File: config.mk
export PLATFORM = sky130hd
export DESIGN_NAME = reg_bank
export DESIGN_NICKNAME = d
export VERILOG_FILES = /design/src/rtl/reg_bank_pkg.sv /design/src/rtl/reg_bank_clr_seq.sv /design/src/rtl/reg_bank.sv
export SDC_FILE = /design/constraint.sdc
export NUM_CORES = 1
export LEC_CHECK = 0
export ABC_AREA = 1
export CORE_ASPECT_RATIO = 0.9
export CORE_MARGIN = 2
export CORE_UTILIZATION = 35
export DETAILED_ROUTE_END_ITERATION = 6
export GPL_ROUTABILITY_DRIVEN = 0
export PLACE_DENSITY = 0.6
export SETUP_SLACK_MARGIN = 0.15
export SLEW_MARGIN = 20
export SYNTH_ARGS = -nofsm -noshare
export SYNTH_HDL_FRONTEND = slang
export SYNTH_SLANG_ARGS = --single-unit
File: constraint.sdc
create_clock -name clk -period 4.6 [get_ports clk]
set_input_delay 0.92 -clock clk [delete_from_list [all_inputs] [get_ports clk]]
set_output_delay 0.92 -clock clk [all_outputs]
set_load 0.01 [all_outputs]
File: src/rtl/reg_bank_pkg.sv
// ============================================================================
// Module  : reg_bank_pkg
// Brief   : Shared types and helpers for the reg_bank scratch register file.
// Revision: 1.0 - initial release
// ============================================================================
`default_nettype none

package reg_bank_pkg;

    typedef enum logic [0:0] {
        IDLE  = 1'b0,
        CLEAR = 1'b1
    } clr_state_e;

    // A one-word bank still needs a 1-bit address port.
    function automatic int addr_width(input int depth);
        int aw;
        aw = $clog2(depth);
        return (aw < 1) ? 1 : aw;
    endfunction

endpackage

`default_nettype wire

File: src/rtl/reg_bank_clr_seq.sv
// ============================================================================
// Module  : reg_bank_clr_seq
// Brief   : Bulk-clear sequencer: sweeps every word index once, asserting busy.
// Revision: 1.0 - initial release
// ============================================================================
`default_nettype none

module reg_bank_clr_seq
    import reg_bank_pkg::*;
#(
    parameter int DEPTH = 8,
    parameter int AW    = 3
) (
    input  logic          clk,
    input  logic          rst,
    input  logic          clr,
    output logic          busy,
    output logic          clr_en,
    output logic [AW-1:0] clr_addr
);

    localparam logic [AW-1:0] LAST_IDX = AW'(DEPTH - 1);

    clr_state_e    state_q, state_d;
    logic [AW-1:0] cnt_q, cnt_d;

    always_ff @(posedge clk or posedge rst) begin
        if (rst) begin
            state_q <= IDLE;
            cnt_q   <= '0;
        end else begin
            state_q <= state_d;
            cnt_q   <= cnt_d;
        end
    end

    // A clr seen mid-sweep is dropped; only IDLE can start a new sweep.
    always_comb begin
        state_d = state_q;
        cnt_d   = cnt_q;
        case (state_q)
            IDLE: begin
                if (clr) begin
                    state_d = CLEAR;
                    cnt_d   = '0;
                end
            end
            CLEAR: begin
                if (cnt_q == LAST_IDX) begin
                    state_d = IDLE;
                    cnt_d   = '0;
                end else begin
                    cnt_d = cnt_q + AW'(1);
                end
            end
        endcase
    end

    assign busy     = (state_q == CLEAR);
    assign clr_en   = (state_q == CLEAR);
    assign clr_addr = cnt_q;

endmodule

`default_nettype wire

File: src/rtl/reg_bank.sv
// ============================================================================
// Module  : reg_bank
// Brief   : DEPTH x WIDTH register file, registered read, range check, bulk clear.
// Revision: 1.0 - initial release
// ============================================================================
`default_nettype none

module reg_bank
    import reg_bank_pkg::*;
#(
    parameter int WIDTH       = 16,
    parameter int DEPTH       = 8,
    parameter int WRITE_FIRST = 1,
    localparam int AW         = addr_width(DEPTH)
) (
    input  logic             clk,
    input  logic             rst,
    input  logic             cs,
    input  logic             w,
    input  logic             r,
    input  logic [AW-1:0]    addr,
    input  logic [WIDTH-1:0] DIn,
    input  logic             clr,
    output logic [WIDTH-1:0] DOut,
    output logic             rd_valid,
    output logic             busy,
    output logic             err
);

    localparam logic [AW:0] DEPTH_W = (AW + 1)'(DEPTH);

    logic [WIDTH-1:0] mem_q [DEPTH];
    logic [WIDTH-1:0] mem_d [DEPTH];
    logic [WIDTH-1:0] dout_q, dout_d;
    logic             rd_valid_q, rd_valid_d;
    logic             err_q, err_d;

    logic             seq_busy;
    logic             clr_en;
    logic [AW-1:0]    clr_addr;
    logic             in_range;
    logic             access_ok;
    logic             wr_acc;
    logic             rd_acc;
    logic [WIDTH-1:0] rd_data;

    reg_bank_clr_seq #(
        .DEPTH (DEPTH),
        .AW    (AW)
    ) u_clr_seq (
        .clk      (clk),
        .rst      (rst),
        .clr      (clr),
        .busy     (seq_busy),
        .clr_en   (clr_en),
        .clr_addr (clr_addr)
    );

    assign in_range  = ({1'b0, addr} < DEPTH_W);
    assign access_ok = cs & ~seq_busy & ~clr & in_range;
    assign wr_acc    = access_ok & w;
    assign rd_acc    = access_ok & r;

    // Same-address write and read: WRITE_FIRST forwards the incoming word.
    assign rd_data = (wr_acc && (WRITE_FIRST != 0)) ? DIn : mem_q[addr];

    always_comb begin
        mem_d = mem_q;
        if (clr_en) begin
            mem_d[clr_addr] = '0;
        end
        if (wr_acc) begin
            mem_d[addr] = DIn;
        end
        dout_d     = rd_acc ? rd_data : dout_q;
        rd_valid_d = rd_acc;
        err_d      = cs & (w | r) & (seq_busy | clr | ~in_range);
    end

    always_ff @(posedge clk or posedge rst) begin
        if (rst) begin
            for (int i = 0; i < DEPTH; i++) begin
                mem_q[i] <= '0;
            end
            dout_q     <= '0;
            rd_valid_q <= 1'b0;
            err_q      <= 1'b0;
        end else begin
            mem_q      <= mem_d;
            dout_q     <= dout_d;
            rd_valid_q <= rd_valid_d;
            err_q      <= err_d;
        end
    end

    assign DOut     = dout_q;
    assign rd_valid = rd_valid_q;
    assign busy     = seq_busy;
    assign err      = err_q;

endmodule

`default_nettype wire
==> run_results.csv <==
group,metric,value,unit
run_status,status,"completed",
clock_tree,post_cts_buffers,0,
cells_and_area,nets,1039,
synthesis,synth_async_sr_flop_share,1.00,
setup_path,critPathCaptureType,"flop",
detailed_routing,drt_iter0_markers,607,
timing,fin_crit_sh,0.680,
worst_hold_path,hold_path_depth,2,
global_routing,grt_first_pass_wirelength,35600,um
synthesis,yosysTopAreaCellShare,0.494,
synthesis,ys_warn_count,0,
floorplanning,start_util,0.354,
global_routing,grt_max_degree,71,
detailed_routing,drc_errors,0,
clock_tree,htreeDepth,4,
global_routing,grt_usage,0.204,
setup_path,arrival,3430,ps
timing,relSlewSlack,0.304,
setup_path,rr_startpoint,"u_clr_seq.busy$_DFF_PP0_",
setup_path,r2r_cells,7,
placement,port_buffers,43,
setup_path,path_max_fanout,32,
worst_hold_path,worst_hold_startpoint,"mem_q[63]$_DFF_PP0_",
synthesis,syn_nets,1021,
setup_path,worst_path_largest_cell_delay,780,ps
clock_tree,cts_buffers,17,
synthesis,synth_area_leader_cell,"dfrtp_1",
floorplanning,core-area,0.0214,sq mm
detailed_routing,drt.antenna.violating_nets,0,
synthesis,synth_area,0.00759,sq mm
detailed_routing,first_pass_iters,5,
timing,worstMarginPinSlew,1040,ps
timing,fin_crit,3130,ps
timing,setup_ws,1470,ps
synthesis,synth-seq-area-share,0.494,
setup_path,cp_data_required_time,4900,ps
floorplanning,io_pins,44,
global_routing,grt-ovfl-total,0,
timing,hold_viol,0,
synthesis,ys_seq_elements,150,
clock_tree,hold_buffers,0,
setup_path,r2r_setup_slack,2040,ps
timing,setup_violations,0,
setup_path,path_cells,"clkdlybuf4s50_1 > inv_1 > nor2_4 > nand2_4 > inv_4 > nand3_1 > o21ai_0",
clock_tree,clk_latency,430,ps
cells_and_area,final_cell_mix,"nand2_1 (195), nand3_1 (195), inv_1 (176)",
placement,hpwlAfterDp,15000,um
timing,rsz0062_at_grt,"false",
setup_path,cp_slowest_cell,"nand3_1",
setup_path,path_class,"input pin to flop",
power,peakVddDrop,0.236,mV
clock_tree,clockBufferDepth,2,
job,drv_cap,0,
floorplanning,die_x,159,um
setup_path,start_kind,"input pin",
floorplanning,fp.dieH,144,um
floorplanning,rows,51,
setup_path,worstReg2RegEnd,"mem_q[108]$_DFF_PP0_",
detailed_routing,wl,22700,um
detailed_routing,wire_per_inst,17.2,um
power,p_leak,4.18,nW
clock_tree,cts_resized,0,
detailed_routing,wl_met3,1360,um
placement,post-place-cells,1284,
cells_and_area,syn_to_final_growth,15.8,%
detailed_routing,viasPerCell,5.05,
clock_tree,cts_root_buf,"clkbuf_16",
synthesis,synth_cell_type_count,22,
worst_hold_path,min_path_type,"flop to flop",
synthesis,synth-edff-count,0,
synthesis,yosys_most_used_dff,"dfrtp_1",
timing,slew_viol_final,0,
timing,maxClockFrequency,320,MHz
detailed_routing,met1_length,10700,um
clock_tree,clk_pin_slew_worst_paths,60,ps
clock_tree,cts_tree,"yes",
power,total_power,4.10,mW
synthesis,syn_area_per_cell,7.64,sq um
detailed_routing,wl_met2,10100,um
timing,setup_tns,0,ps
placement,dp_slack,1100,ps
cells_and_area,stdcell_count,1316,
synthesis,syn-instance-count,994,
cells_and_area,diodes,0,
floorplanning,dieArea,0.0229,sq mm
detailed_routing,top_layer_used,"met4",
cells_and_area,final_core_util,0.410,
synthesis,synth_area_leaders,"dfrtp_1 (49%), nand3_1 (13%), nand2_1 (9.6%), o21ai_0 (8.8%), inv_1 (8.8%)",
detailed_routing,vias,6651,
timing,fin_skew,11.2,ps
power,power_density,466,mW/mm^2
cells_and_area,fillCellCount,2255,
global_routing,grt_pass1_vias,6140,
worst_hold_path,min_to,"mem_q[63]$_DFF_PP0_",
clock_tree,clock-sinks,150,
cells_and_area,layout-drive-gt1-share,0.0702,
global_routing,antenna_found_initial,0,
[layout make-up]
| class | count | area, sq um | share of cell area |
|---|---|---|---|
| Tap cell | 291 | 364 | 0.0414 |
| Clock inverter | 7 | 91.3 | 0.0104 |
| Inverter | 180 | 682 | 0.0776 |
| Timing Repair Buffer | 54 | 520 | 0.0592 |
| Sequential cell | 150 | 3750 | 0.427 |
| Clock buffer | 25 | 515 | 0.0586 |
| Multi-Input combinational cell | 609 | 2870 | 0.326 |
[worst max path at each step]
stage	slack, ps	endpoint	depth (start not counted)	startpoint
2_1_floorplan	1790	DOut[0]$_DFFE_PP0P_	1	rst
3_3_place_gp	1200	mem_q[96]$_DFF_PP0_	8	cs
3_5_place_dp	1100	mem_q[108]$_DFF_PP0_	7	cs
4_1_cts	1530	mem_q[108]$_DFF_PP0_	7	cs
5_1_grt	1310	mem_q[105]$_DFF_PP0_	7	cs
6_report	1470	mem_q[108]$_DFF_PP0_	7	cs
[synth_stat cells, types with 4 or more instances]
| cell type | n |
|---|---|
| a21oi_1 | 34 |
| buf_2 | 16 |
| buf_4 | 6 |
| buf_6 | 6 |
| clkbuf_1 | 24 |
| dfrtp_1 | 150 |
| inv_1 | 177 |
| nand2_1 | 195 |
| nand3_1 | 195 |
| nand3_2 | 4 |
| nor2_1 | 9 |
| o21ai_0 | 134 |
| o21ai_1 | 14 |
| or2_2 | 16 |
[cell families (layout without fill, tap and decap cells)]
| group | after synthesis | in the layout | share of synthesized area |
|---|---|---|---|
| adders and majority gates | 2 | 2 | 0.00330 |
| and+or+nand+nor | 425 | 425 | 0.254 |
| DFF | 150 | 150 | 0.494 |
| buffers and inverters | 235 | 266 | 0.128 |
| AOI/OAI and AO/OA | 182 | 182 | 0.120 |
[registers in the layout (all words and copies together), names as in the netlist]
register / cells
u_clr_seq.busy: 1
DOut: 16
rd_valid: 1
mem_q: 128
err: 1
u_clr_seq.clr_addr: 3
[critical path, delay by kind of cell]
kind | cells | cell delay, ps
AND/OR/NAND/NOR | 3 | 1070
buffers and inverters | 3 | 930
AO/OA/AOI/OAI | 1 | 500
[per-stage QoR]
| stage | area, sq um | hold WS (ps) |
|---|---|---|
| 6_report | 8790 | 507 |
| 5_1_grt | 8790 | 530 |
| 4_1_cts | 8790 | 513 |
| 3_5_place_dp | 8190 | 499 |
| 3_3_place_gp | 8190 | 490 |
| 2_1_floorplan | 7590 | 478 |
[per-layer routing]
layer  vias up  global-route usage
li1       3196                   -
met1      3243               0.292
met2       183               0.308
met3        29              0.0418
met4         0              0.0708
met5         -                   0
[power breakdown]
group          switching (mW)  internal, mW
logic                   0.591         0.390
registers               0.131          1.55
clock network           0.554         0.884
total                    1.28          2.82
No activity file was read; power rests on OpenSTA's default activity.
